[src/rtl/axi_lite_drv_master.sv]
// Single-outstanding AXI4-Lite master: turns one valid/ready request into an
// AXI-Lite read or write and returns the response code with an error flag.
module axi_lite_drv_master #(
  parameter int unsigned AW = 32,
  parameter int unsigned DW = 32
) (
  input  logic            clk_i,
  input  logic            rst_i,
  input  logic            req_valid_i,
  output logic            req_ready_o,
  input  logic            req_write_i,
  input  logic [AW-1:0]   req_addr_i,
  input  logic [DW-1:0]   req_wdata_i,
  input  logic [DW/8-1:0] req_wstrb_i,
  output logic            rsp_valid_o,
  output logic [DW-1:0]   rsp_rdata_o,
  output logic [1:0]      rsp_resp_o,
  output logic            rsp_err_o,
  output logic [7:0]      err_cnt_o,
  output logic [AW-1:0]   aw_addr_o,
  output logic [2:0]      aw_prot_o,
  output logic            aw_valid_o,
  input  logic            aw_ready_i,
  output logic [DW-1:0]   w_data_o,
  output logic [DW/8-1:0] w_strb_o,
  output logic            w_valid_o,
  input  logic            w_ready_i,
  input  logic [1:0]      b_resp_i,
  input  logic            b_valid_i,
  output logic            b_ready_o,
  output logic [AW-1:0]   ar_addr_o,
  output logic [2:0]      ar_prot_o,
  output logic            ar_valid_o,
  input  logic            ar_ready_i,
  input  logic [DW-1:0]   r_data_i,
  input  logic [1:0]      r_resp_i,
  input  logic            r_valid_i,
  output logic            r_ready_o
);

  localparam int unsigned SW = DW / 8;

  typedef enum logic [2:0] {
    IDLE, WR_ADDR_DATA, WR_RESP, RD_ADDR, RD_DATA
  } state_t;

  state_t          state_q, state_d;
  logic            aw_done_q, aw_done_d, w_done_q, w_done_d;
  logic            aw_done_now, w_done_now;
  logic            req_ready_d, aw_valid_d, w_valid_d, b_ready_d;
  logic            ar_valid_d, r_ready_d, rsp_valid_d, rsp_err_d;
  logic [AW-1:0]   aw_addr_d, ar_addr_d;
  logic [DW-1:0]   w_data_d, rsp_rdata_d;
  logic [SW-1:0]   w_strb_d;
  logic [1:0]      rsp_resp_d;
  logic [7:0]      err_cnt_d;
  logic            cap_valid;
  logic [1:0]      cap_resp;

  assign aw_prot_o = 3'b000;
  assign ar_prot_o = 3'b000;

  // A channel counts as done once its handshake has happened, including this cycle
  assign aw_done_now = aw_done_q | (aw_valid_o & aw_ready_i);
  assign w_done_now  = w_done_q  | (w_valid_o  & w_ready_i);

  always_comb begin
    state_d     = state_q;
    aw_done_d   = aw_done_q;
    w_done_d    = w_done_q;
    req_ready_d = 1'b0;
    aw_valid_d  = 1'b0;
    w_valid_d   = 1'b0;
    b_ready_d   = 1'b0;
    ar_valid_d  = 1'b0;
    r_ready_d   = 1'b0;
    rsp_valid_d = 1'b0;
    rsp_rdata_d = rsp_rdata_o;
    rsp_resp_d  = rsp_resp_o;
    rsp_err_d   = rsp_err_o;
    err_cnt_d   = err_cnt_o;
    aw_addr_d   = aw_addr_o;
    w_data_d    = w_data_o;
    w_strb_d    = w_strb_o;
    ar_addr_d   = ar_addr_o;
    cap_valid   = 1'b0;
    cap_resp    = 2'b00;

    unique case (state_q)
      IDLE: begin
        if (req_valid_i) begin
          if (req_write_i) begin
            state_d    = WR_ADDR_DATA;
            aw_addr_d  = req_addr_i;
            w_data_d   = req_wdata_i;
            w_strb_d   = req_wstrb_i;
            aw_valid_d = 1'b1;
            w_valid_d  = 1'b1;
            aw_done_d  = 1'b0;
            w_done_d   = 1'b0;
          end else begin
            state_d    = RD_ADDR;
            ar_addr_d  = req_addr_i;
            ar_valid_d = 1'b1;
          end
        end else begin
          req_ready_d = 1'b1;
        end
      end
      WR_ADDR_DATA: begin
        aw_done_d = aw_done_now;
        w_done_d  = w_done_now;
        if (aw_done_now && w_done_now) begin
          state_d   = WR_RESP;
          b_ready_d = 1'b1;
          aw_done_d = 1'b0;
          w_done_d  = 1'b0;
        end else begin
          aw_valid_d = ~aw_done_now;
          w_valid_d  = ~w_done_now;
        end
      end
      WR_RESP: begin
        if (b_valid_i) begin
          cap_valid   = 1'b1;
          cap_resp    = b_resp_i;
          rsp_rdata_d = '0;
          state_d     = IDLE;
          req_ready_d = 1'b1;
        end else begin
          b_ready_d = 1'b1;
        end
      end
      RD_ADDR: begin
        if (ar_ready_i) begin
          state_d   = RD_DATA;
          r_ready_d = 1'b1;
        end else begin
          ar_valid_d = 1'b1;
        end
      end
      RD_DATA: begin
        if (r_valid_i) begin
          cap_valid   = 1'b1;
          cap_resp    = r_resp_i;
          rsp_rdata_d = r_data_i;
          state_d     = IDLE;
          req_ready_d = 1'b1;
        end else begin
          r_ready_d = 1'b1;
        end
      end
      default: begin
        state_d     = IDLE;
        req_ready_d = 1'b1;
      end
    endcase

    // Response pulse lands in the first IDLE cycle; any non-OKAY code is an error
    if (cap_valid) begin
      rsp_valid_d = 1'b1;
      rsp_resp_d  = cap_resp;
      rsp_err_d   = (cap_resp != 2'b00);
      if ((cap_resp != 2'b00) && (err_cnt_o != 8'hFF)) begin
        err_cnt_d = err_cnt_o + 8'd1;
      end
    end
  end

  always_ff @(posedge clk_i or posedge rst_i) begin
    if (rst_i) begin
      state_q     <= IDLE;
      aw_done_q   <= 1'b0;
      w_done_q    <= 1'b0;
      req_ready_o <= 1'b1;
      aw_valid_o  <= 1'b0;
      w_valid_o   <= 1'b0;
      b_ready_o   <= 1'b0;
      ar_valid_o  <= 1'b0;
      r_ready_o   <= 1'b0;
      rsp_valid_o <= 1'b0;
      rsp_rdata_o <= '0;
      rsp_resp_o  <= 2'b00;
      rsp_err_o   <= 1'b0;
      err_cnt_o   <= 8'd0;
      aw_addr_o   <= '0;
      w_data_o    <= '0;
      w_strb_o    <= '0;
      ar_addr_o   <= '0;
    end else begin
      state_q     <= state_d;
      aw_done_q   <= aw_done_d;
      w_done_q    <= w_done_d;
      req_ready_o <= req_ready_d;
      aw_valid_o  <= aw_valid_d;
      w_valid_o   <= w_valid_d;
      b_ready_o   <= b_ready_d;
      ar_valid_o  <= ar_valid_d;
      r_ready_o   <= r_ready_d;
      rsp_valid_o <= rsp_valid_d;
      rsp_rdata_o <= rsp_rdata_d;
      rsp_resp_o  <= rsp_resp_d;
      rsp_err_o   <= rsp_err_d;
      err_cnt_o   <= err_cnt_d;
      aw_addr_o   <= aw_addr_d;
      w_data_o    <= w_data_d;
      w_strb_o    <= w_strb_d;
      ar_addr_o   <= ar_addr_d;
    end
  end

endmodule

[config.mk]
export PLATFORM = sky130hd
export DESIGN_NAME = axi_lite_drv_master
export DESIGN_NICKNAME = d
export VERILOG_FILES = /design/src/rtl/axi_lite_drv_master.sv
export SDC_FILE = /design/constraint.sdc
export NUM_CORES = 1
export LEC_CHECK = 0
export BUFFER_PORTS_ARGS = -buffer_cell sky130_fd_sc_hd__buf_4
export CAP_MARGIN = 5
export CORE_UTILIZATION = 43
export DETAILED_ROUTE_END_ITERATION = 8
export PLACE_DENSITY = 0.85
export SYNTH_ARGS = -nofsm -noshare
export SYNTH_HDL_FRONTEND = slang
export SYNTH_SLANG_ARGS = --single-unit
[constraint.sdc]
create_clock -name clk_i -period 4.1 [get_ports clk_i]
set_input_delay 0.205 -clock clk_i [delete_from_list [all_inputs] [get_ports clk_i]]
set_output_delay 0.205 -clock clk_i [all_outputs]
set_load 0.05 [all_outputs]
==> results of run 1 <==
tightest hold or removal path: cells and delay by family:
family,cells,cell delay (ns)
buffers and inverters,3,0.68
metal layers:
metal / vias up / wire, um / GRT usage
met5: - / 0 / 0
met4: 0 / 350 / 0.0980
met3: 29 / 1080 / 0.0620
met2: 215 / 7310 / 0.332
li1: 2113 / - / -
met1: 2240 / 5480 / 0.223
timing repair:
item,CTS,global route
endpoints found under the hold margin,3,0
endpoints found under the setup margin,0,0
hold buffers,2,0
worst paths after layout:
path                       slack [ns]                   start                           to
min in group clk_i               0.02          req_wdata_i[4]      w_data_o[4]$_DFFE_PP0P_
hold reg to reg                  0.48   rsp_err_o$_DFFE_PP0P_        rsp_err_o$_DFFE_PP0P_
setup reg to reg                 1.78  state_q[0]$_DFFE_PP0P_  rsp_rdata_o[15]$_DFFE_PP0P_
setup / recovery                 1.78  state_q[0]$_DFFE_PP0P_  rsp_rdata_o[15]$_DFFE_PP0P_
hold / removal                  -0.02                   rst_i      w_data_o[5]$_DFFE_PP0P_
max in group asynchronous        3.40                   rst_i       state_q[0]$_DFFE_PP0P_
registers in the layout, indices dropped and copies added (netlist names), 2 cells and up:
signal and cells:
w_data_o 32, err_cnt_o 8, aw_addr_o 32, rsp_resp_o 2, state_q 3, w_strb_o 4, rsp_rdata_o 32, ar_addr_o 32
cells by family (layout without fill, tap and decap cells):
group           count (synthesis)  after routing  synth area share
compound gates                 55             55            0.0566
xor+xnor                        6              6           0.00856
fa+ha+maj                       1              1           0.00204
buf+inv                        37            306            0.0334
flops                         155            155             0.632
mux                           101            101             0.186
other cells                     1              6          0.000611
simple gates                  111            111            0.0813
cells in the final DEF, fill, tap and decap left out, types with 6 or more instances in the layout:
cell type                   count
sky130_fd_sc_hd__nand2_1       75
sky130_fd_sc_hd__xnor2_1        6
sky130_fd_sc_hd__conb_1         6
sky130_fd_sc_hd__o21ai_0       33
sky130_fd_sc_hd__mux2_2       100
sky130_fd_sc_hd__clkbuf_16     17
sky130_fd_sc_hd__nor2_1        10
sky130_fd_sc_hd__buf_4        265
sky130_fd_sc_hd__a21oi_1        6
sky130_fd_sc_hd__nand3_1        6
sky130_fd_sc_hd__dfrtp_1      154
per-stage QoR:
| stage | utilization | setup WS, ns | hold WS, ns | total power (uW) |
|---|---|---|---|---|
| 6_report | 0.637 | 1.78 | -0.0248 | 8290 |
| 3_3_place_gp | 0.592 | 1.91 | 0.423 | 6650 |
| 3_5_place_dp | 0.592 | 1.77 | 0.431 | 6770 |
| 5_1_grt | 0.637 | 1.54 | 0.00468 | 8650 |
| 2_1_floorplan | - | 1.94 | 0.300 | 5460 |
| 4_1_cts | 0.637 | 1.76 | 0.00522 | 8360 |
final cells by class:
class,instances,area (um^2)
clock buffers,22,494
flip-flops and latches,155,3880
well taps,180,225
clock inverters,10,111
inverters,6,26.3
fillers,1079,5040
multi-input cells,280,2080
repair buffers,268,2030
power by group through the flow:
| stage | combinational (uW) | sequential [uW] | clock (uW) |
|---|---|---|---|
| 6_report | 4210 | 2510 | 1560 |
| 5_1_grt | 4390 | 2590 | 1660 |
| 4_1_cts | 4240 | 2520 | 1600 |
| 3_5_place_dp | 4240 | 2530 | 0 |
| 3_3_place_gp | 4170 | 2480 | 0 |
| 2_1_floorplan | 920 | 4540 | 0 |
==> flow_summary.yaml, run 1 <==
clocking:
  clock-sinks: 155
  cts_resized: 0
  clkTransAtPathRegs_ns: 0.06
  clock_tree.root_cell: "sky130_fd_sc_hd__clkbuf_16"
  cts_tree: "yes"
  htreeDepth: 4
  cts-root-to-sink-buffers: 2
  cts_made_buffers: 17
  clock_insertion_delay_worst_skew_ns: 0.41
  post-cts-setup-buffers: 0
synthesis:
  synthesis.area_per_instance_um2: 13.2
  synth_enable_flop_cells: 0
  synthMostInstantiatedCell: "sky130_fd_sc_hd__dfrtp_1"
  yosys-top-cells-area: "sky130_fd_sc_hd__dfrtp_1 63%, sky130_fd_sc_hd__mux2_2 18%, sky130_fd_sc_hd__nand2_1 4.6%"
  synth-seq-cells: 155
  yosys.area.top_type_share: 0.627
  top_reg_cell_synth: "sky130_fd_sc_hd__dfrtp_1"
  gate_count_post_synth: 467
  yosys.cell_types.count: 41
  synth_warnings: 0
  ys_async_sr_fraction: 1.00
  post_synth_instance_area_um2: 6140
  yosys.area.top_type: "sky130_fd_sc_hd__dfrtp_1"
  synth_commonest_cells: "154 x sky130_fd_sc_hd__dfrtp_1, 100 x sky130_fd_sc_hd__mux2_2, 75 x sky130_fd_sc_hd__nand2_1"
  seq_area_frac_synth: 0.632
cells_and_area:
  final_area_um2: 8840
  num-nets-final: 842
  diodes: 0
  area_growth_pct: 44.0
  finalNonFillerCells: 921
  drive_above_1_share: 0.548
detailed_routing:
  antenna_left: 0
  firstDrtPassIters: 4
  avgViaCountPerCell: 4.99
  vias: 4597
  drt_iter0_drc: 229
  routed_wirelength_mm: 14.2
  remaining_drc_errors: 0
  wl_per_cell_um: 15.4
die:
  dieArea_um2: 14800
  initial_core_utilization: 0.442
  num_io_pins: 269
  vertical_die_dimension_um: 122
  rows: 43
  die-width_um: 122
  design.core.area_um2: 13900
pwr:
  power.combinational.fraction: 0.508
  cellPowerDensity_nw_per_um2: 937
  total_switching_power_uw: 3800
  intPower_uw: 4490
  power_frac_clock: 0.189
  netSwitchingFraction: 0.458
  seq_power_share: 0.303
  vdd_drop_max_uv: 623
  total_leakage_power_uw: 0.00429
critical_path:
  worst_path_dominant_cell_family: "simple AND/OR/NAND/NOR gates"
  arrival_ns: 2.64
  cp_num_buf_inv: 0
  critical_path_cell_sequence: "or2_1 -> nor2_2 -> nand2_1 -> o21ai_0"
  critPathCaptureType: "flip-flop"
  criticalPathCategory: "flip-flop to flip-flop"
  crit_required_ns: 4.41
  worst_path_largest_cell_delay_ns: 0.91
  ff2ff_path_depth: 4
  critPathMaxFanout: 32
  setup.worst_path.start_class: "flip-flop"
  crit_cells: 4
  critical_path.slowest_cell: "sky130_fd_sc_hd__nor2_2"
worst_hold_path:
  worstHoldPathType: "input pin to async pin"
flow_run:
  max_cap_violations: 0
timing:
  max-slew-margin-rel: 0.232
  fmax_mhz: 430
  fin_skew_ns: 0.00913
  max_slew.worst_pin.slew_ns: 1.15
  final.min_clock_period_ns: 2.32
  setup_viol: 0
  hold_ws_ns: -0.0248
  unrepaired_setup_endpoints_after_global_routing: "no"
  period_share: 0.567
  totalNegativeSetupSlack_ns: 0
  total_count_of_hold_check_failures_in_the_final_report: 31
  final_max_slew_viol_count: 0
global_route:
  vias_in_the_first_global_route: 4708
  grt_first_pass_wirelength_mm: 22.4
  grt_start_max_net_pins: 156
  grt-ovfl-total: 0
  antenna_found_initial: 0
  grtUsageTotal: 0.196
run_status:
  result_of_the_run: "finished, violations left"
  violated_checks: "hold timing"
place:
  port_buffers: 262
  globalplace.congestion: 0.827
  dpl_cell_area_um2: 8220
  dpl.hpwl_mm: 10.3
  number_of_placed_instances_with_taps_included: 887
Note: power is estimated with default switching activity, not from simulation.
==> inputs of run 2 (changes only) <==
==> constraint.sdc (replaced) <==
create_clock -name clk_i -period 2.1 [get_ports clk_i]
set_input_delay 0.105 -clock clk_i [delete_from_list [all_inputs] [get_ports clk_i]]
set_output_delay 0.105 -clock clk_i [all_outputs]
set_load 0.05 [all_outputs]
==> run 2 against run 1 <==
Effect of this change: the run now ends clean; first-iteration DRC count decreased by 4.8%; worst setup slack got worse by 1.7 ns; sequential share of layout area decreased by 5.2 points; flip-flop and latch count unchanged; core utilization increased by 8.5 points; combinational power increased by 100%.
==> flow_summary.yaml, run 2 (synthesis gave the netlist of run 1 again) <==
die:
  vertical_die_dimension_um: 122
  num_io_pins: 269
  initial_core_utilization: 0.442
  rows: 43
  die-width_um: 122
  design.core.area_um2: 13900
  dieArea_um2: 14800
detailed_routing:
  firstDrtPassIters: 4
  wl_per_cell_um: 17.1
  antenna_left: 0
  avgViaCountPerCell: 4.92
  vias: 5079
  routed_wirelength_mm: 17.6
  remaining_drc_errors: 0
  drt_iter0_drc: 218
critical_path:
  critical_path.slowest_cell: "sky130_fd_sc_hd__dlygate4sd3_1"
  critPathCaptureType: "flip-flop"
  worst_path_largest_cell_delay_ns: 0.61
  cp_num_buf_inv: 2
  crit_required_ns: 2.41
  criticalPathCategory: "flip-flop to flip-flop"
  critical_path_cell_sequence: "nand3b_1 -> a21o_4 -> a222oi_1 -> dlygate4sd3_1 -> inv_1"
  setup.worst_path.start_class: "flip-flop"
  critPathMaxFanout: 13
  timing.reg2reg.setup_slack_ns: 0.09
  worst_path_dominant_cell_family: "buffers and inverters"
  arrival_ns: 2.31
clocking:
  htreeDepth: 4
  cts_tree: "yes"
  clock_tree.root_cell: "sky130_fd_sc_hd__clkbuf_16"
  clock-sinks: 155
  cts-root-to-sink-buffers: 2
  cts_made_buffers: 17
  clkTransAtPathRegs_ns: 0.06
  clock_insertion_delay_worst_skew_ns: 0.41
run_status:
  result_of_the_run: "complete, no violations"
global_route:
  antenna_found_initial: 0
  grt_start_max_net_pins: 66
  grt-ovfl-total: 0
  grtUsageTotal: 0.246
  vias_in_the_first_global_route: 5446
  grt_first_pass_wirelength_mm: 27.6
timing:
  period_share: 0.955
  hold_ws_ns: 0.0388
  final.min_clock_period_ns: 2.01
  total_count_of_hold_check_failures_in_the_final_report: 0
  max-slew-margin-rel: 0.490
  totalNegativeSetupSlack_ns: 0
  fin_skew_ns: 0.00943
  fmax_mhz: 499
  max_slew.worst_pin.slew_ns: 0.763
  final_max_slew_viol_count: 0
  setup_viol: 0
cells_and_area:
  layout.cells.most_common: "sky130_fd_sc_hd__buf_4"
  finalNonFillerCells: 1033
  drive_above_1_share: 0.485
  num-nets-final: 955
  layout_common_cells: "268 x sky130_fd_sc_hd__buf_4, 152 x sky130_fd_sc_hd__dfrtp_1, 107 x sky130_fd_sc_hd__dlygate4sd3_1"
  diodes: 0
  area_growth_pct: 63.3
pwr:
  total_leakage_power_uw: 0.00480
  total_power_uw: 16600
  cellPowerDensity_nw_per_um2: 1660
  vdd_drop_max_uv: 1410
place:
  globalplace.congestion: 0.858
  dpl.hpwl_mm: 11.0
  port_buffers: 262
  number_of_placed_instances_with_taps_included: 892
worst_hold_path:
  worstHoldPathType: "input pin to flip-flop"
flow_run:
  max_cap_violations: 0
[run 2: cell types whose count changed in the layout (fill, tap and decap cells not counted)]
| cell | previous run | this run |
|---|---|---|
| sky130_fd_sc_hd__clkinvlp_4 | 4 | 1 |
| sky130_fd_sc_hd__dfrtp_1 | 154 | 152 |
| sky130_fd_sc_hd__clkinv_2 | 4 | 2 |
| sky130_fd_sc_hd__dfrtp_2 | 0 | 2 |
| sky130_fd_sc_hd__dlygate4sd3_1 | 2 | 107 |
| sky130_fd_sc_hd__a21o_1 | 3 | 2 |
| sky130_fd_sc_hd__buf_12 | 1 | 6 |
| sky130_fd_sc_hd__clkbuf_1 | 0 | 2 |
| sky130_fd_sc_hd__clkbuf_8 | 5 | 7 |
| sky130_fd_sc_hd__a21o_4 | 0 | 1 |
| sky130_fd_sc_hd__buf_4 | 265 | 268 |
[run 2: worst paths after layout]
path | start | endpoint | cells after the start
setup / recovery | state_q[1]$_DFFE_PP0P_ | rsp_resp_o[1]$_DFFE_PP0P_ | 5
hold / removal | b_valid_i | b_ready_o$_DFF_PP0_ | 4
setup reg to reg | state_q[1]$_DFFE_PP0P_ | rsp_resp_o[1]$_DFFE_PP0P_ | 5
hold reg to reg | rsp_rdata_o[29]$_DFFE_PP0P_ | rsp_rdata_o[29]$_DFFE_PP0P_ | 2
max in group asynchronous | rst_i | req_ready_o$_DFF_PP1_ | 4
min in group asynchronous | rst_i | ar_addr_o[22]$_DFFE_PP0P_ | 3
[run 2: tightest hold or removal path: stages]
cell and delay [ns]:
sky130_fd_sc_hd__buf_4 0.10, sky130_fd_sc_hd__nor3b_1 0.05, sky130_fd_sc_hd__a21oi_1 0.10, sky130_fd_sc_hd__nor2_1 0.05
[run 2: cell type report]
type	count	area, um^2
Timing Repair Buffer	381	3200
Inverter	6	26.3
Sequential cell	155	3880
Multi-Input combinational cell	280	2090
Clock buffer	26	529
Clock inverter	5	78.8
Tap cell	180	225
Fill cell	888	3850
[run 2: repair_timing]
action	4_1_cts	5_1_grt
buffers inserted	0	3
endpoints found under the setup margin	0	1
resized for setup	0	3
hold buffers	107	0
hold endpoints to repair	167	0
[run 2: metrics by stage]
step                       util  worst slack [ns]  instance area (um^2)
after global placement    0.599             0.287                  8320
after global routing      0.723          -0.00466                 10000
after CTS                 0.720            0.0566                 10000
after floorplan               -            0.0369                  6160
final                     0.723            0.0940                 10000
after detailed placement  0.599             0.240                  8320
[run 2: per-layer routing]
metal	wire length (um)	global-route usage	part of all wire	vias to the layer above
met4	545	0.114	0.031	0
met5	0	0	0	-
met2	9400	0.448	0.53	222
li1	-	-	-	2342
met1	6500	0.262	0.37	2468
met3	1170	0.0691	0.066	47
[run 2: report_power, final]
part           internal [uW]  total (uW)  switching [uW]
sequential              4190        4950             753
clock                   1970        3090            1130
combinational           2890        8610            5720
==> inputs of run 3 (changes only) <==
--- a/config.mk
+++ b/config.mk
@@ -8,7 +8,9 @@
 export BUFFER_PORTS_ARGS = -buffer_cell sky130_fd_sc_hd__buf_4
 export CAP_MARGIN = 5
 export CORE_UTILIZATION = 43
+export CTS_CLUSTER_DIAMETER = 30
 export DETAILED_ROUTE_END_ITERATION = 8
+export MAX_ROUTING_LAYER = met4
 export PLACE_DENSITY = 0.85
 export SYNTH_ARGS = -nofsm -noshare
 export SYNTH_HDL_FRONTEND = slang
==> run 3 against run 2 <==
Effect of this change: flip-flop and latch count did not move; worst setup slack better by 0.0027 ns; register-to-register slack about the same; critical path type unchanged; critical endpoint unchanged; largest power group unchanged.
==> flow_summary.yaml, run 3 (synthesis gave the netlist of run 1 again) <==
die:
  die-width_um: 122
  dieArea_um2: 14800
  design.core.area_um2: 13900
  vertical_die_dimension_um: 122
  initial_core_utilization: 0.442
  rows: 43
  num_io_pins: 269
detailed_routing:
  antenna_left: 0
  remaining_drc_errors: 0
  drt_iter0_drc: 220
  vias: 5110
  avgViaCountPerCell: 4.95
  routed_wirelength_mm: 17.6
  wl_per_cell_um: 17.1
  firstDrtPassIters: 4
clocking:
  cts-root-to-sink-buffers: 2
  clock_insertion_delay_worst_skew_ns: 0.41
  clock_tree.root_cell: "sky130_fd_sc_hd__clkbuf_16"
  cts_made_buffers: 17
  cts_tree: "yes"
  htreeDepth: 4
  clkTransAtPathRegs_ns: 0.06
  clock-sinks: 155
pwr:
  total_switching_power_uw: 7600
  netSwitchingFraction: 0.457
  intPower_uw: 9040
  total_leakage_power_uw: 0.00480
  cellPowerDensity_nw_per_um2: 1660
  vdd_drop_max_uv: 1410
  seq_power_share: 0.297
  power.combinational.fraction: 0.517
  power_frac_clock: 0.186
cells_and_area:
  n_fill_cell: 888
  layout.cells.most_common: "sky130_fd_sc_hd__buf_4"
  multi_input_area_um2: 2090
  area_growth_pct: 63.3
  final_util: 0.723
  diodes: 0
  layout_common_cells: "268 x sky130_fd_sc_hd__buf_4, 152 x sky130_fd_sc_hd__dfrtp_1, 107 x sky130_fd_sc_hd__dlygate4sd3_1"
  num-nets-final: 955
  area_used_by_sequential_logic_in_the_layout_um2: 3880
  drive_above_1_share: 0.485
worst_hold_path:
  worstHoldPathType: "input pin to flip-flop"
  hold_start: "b_valid_i"
global_route:
  grt_first_pass_wirelength_mm: 27.6
  vias_in_the_first_global_route: 5448
  grt-ovfl-total: 0
  grtUsageTotal: 0.253
  antenna_found_initial: 0
  grt_start_max_net_pins: 66
place:
  port_buffers: 262
  dp_worst_setup_slack_ns: 0.240
  dpl.hpwl_mm: 11.0
  globalplace.congestion: 0.872
run_status:
  result_of_the_run: "complete, no violations"
critical_path:
  critPathMaxFanout: 13
  critPathCaptureType: "flip-flop"
  criticalPathCategory: "flip-flop to flip-flop"
  crit_required_ns: 2.41
  setup.worst_path.start_class: "flip-flop"
  setup.worst_path.start: "state_q[1]$_DFFE_PP0P_"
  arrival_ns: 2.31
  r2r_start: "state_q[1]$_DFFE_PP0P_"
flow_run:
  max_cap_violations: 0
timing:
  max_slew.worst_pin.slew_ns: 0.774
  final.min_clock_period_ns: 2.00
  final_max_slew_viol_count: 0
  fmax_mhz: 499
  fin_ws_ns: 0.0967
  setup_viol: 0
  max-slew-margin-rel: 0.483
  fin_skew_ns: 0.00861
  period_share: 0.954
  total_count_of_hold_check_failures_in_the_final_report: 0
[run 3: cell counts in the layout (fill, tap and decap cells not counted)]
No cell type changed its count.
[run 3: repair_timing]
| action | 4_1_cts | 5_1_grt |
|---|---|---|
| buffers inserted | 0 | 3 |
| hold buffers | 107 | 0 |
| setup endpoints to repair | 0 | 1 |
| endpoints found under the hold margin | 167 | 0 |
| gates resized for setup | 0 | 3 |
[run 3: per-stage QoR]
stage	total power [uW]	TNS [ns]	hold WS, ns	cell area, um^2	cells
2_1_floorplan	10700	0	0.200	6160	472
3_3_place_gp	13100	0	0.273	8320	892
6_report	16600	0	0.0363	10000	1033
5_1_grt	17300	-0.00466	0.0498	10000	1033
4_1_cts	16600	0	0.0275	10000	1030
3_5_place_dp	13300	0	0.279	8320	892
[run 3: path summary, 6_finish.rpt]
kind | slack, ns | endpoint | cells after the start
setup / recovery | 0.1 | rsp_resp_o[1]$_DFFE_PP0P_ | 5
hold / removal | 0.04 | b_ready_o$_DFF_PP0_ | 4
setup reg to reg | 0.1 | rsp_resp_o[1]$_DFFE_PP0P_ | 5
hold reg to reg | 0.48 | rsp_rdata_o[29]$_DFFE_PP0P_ | 2
max in group asynchronous | 1.01 | req_ready_o$_DFF_PP1_ | 4
min in group asynchronous | 0.41 | ar_addr_o[22]$_DFFE_PP0P_ | 3
[run 3: worst max-delay path, cell delays in order (launching register included)]
cell and delay (ns):
sky130_fd_sc_hd__dfrtp_2 0.47, sky130_fd_sc_hd__nand3b_1 0.21, sky130_fd_sc_hd__a21o_4 0.25, sky130_fd_sc_hd__a222oi_1 0.33, sky130_fd_sc_hd__dlygate4sd3_1 0.61, sky130_fd_sc_hd__inv_1 0.04
[run 3: area by class of cell]
class                           count  area share
Clock buffer                       26      0.0528
Timing Repair Buffer              381       0.319
Inverter                            6     0.00262
Multi-Input combinational cell    280       0.208
Tap cell                          180      0.0225
Sequential cell                   155       0.387
Clock inverter                      5     0.00786
[run 3: per-layer routing]
metal | share of wire | wire, um | up-vias | track usage
met4 | 0.032 | 565 | 0 | 0.114
met3 | 0.063 | 1100 | 46 | 0.0616
met1 | 0.37 | 6540 | 2478 | 0.266
met5 | 0 | 0 | - | -
met2 | 0.53 | 9430 | 248 | 0.449
li1 | - | - | 2338 | -
[run 3: power by group through the flow]
stage          clock [uW]  sequential, uW  combinational [uW]
2_1_floorplan           0            8860                1800
3_3_place_gp            0            4850                8210
3_5_place_dp            0            4940                8370
6_report             3090            4940                8610
5_1_grt              3290            5090                8950
4_1_cts              3150            4910                8550
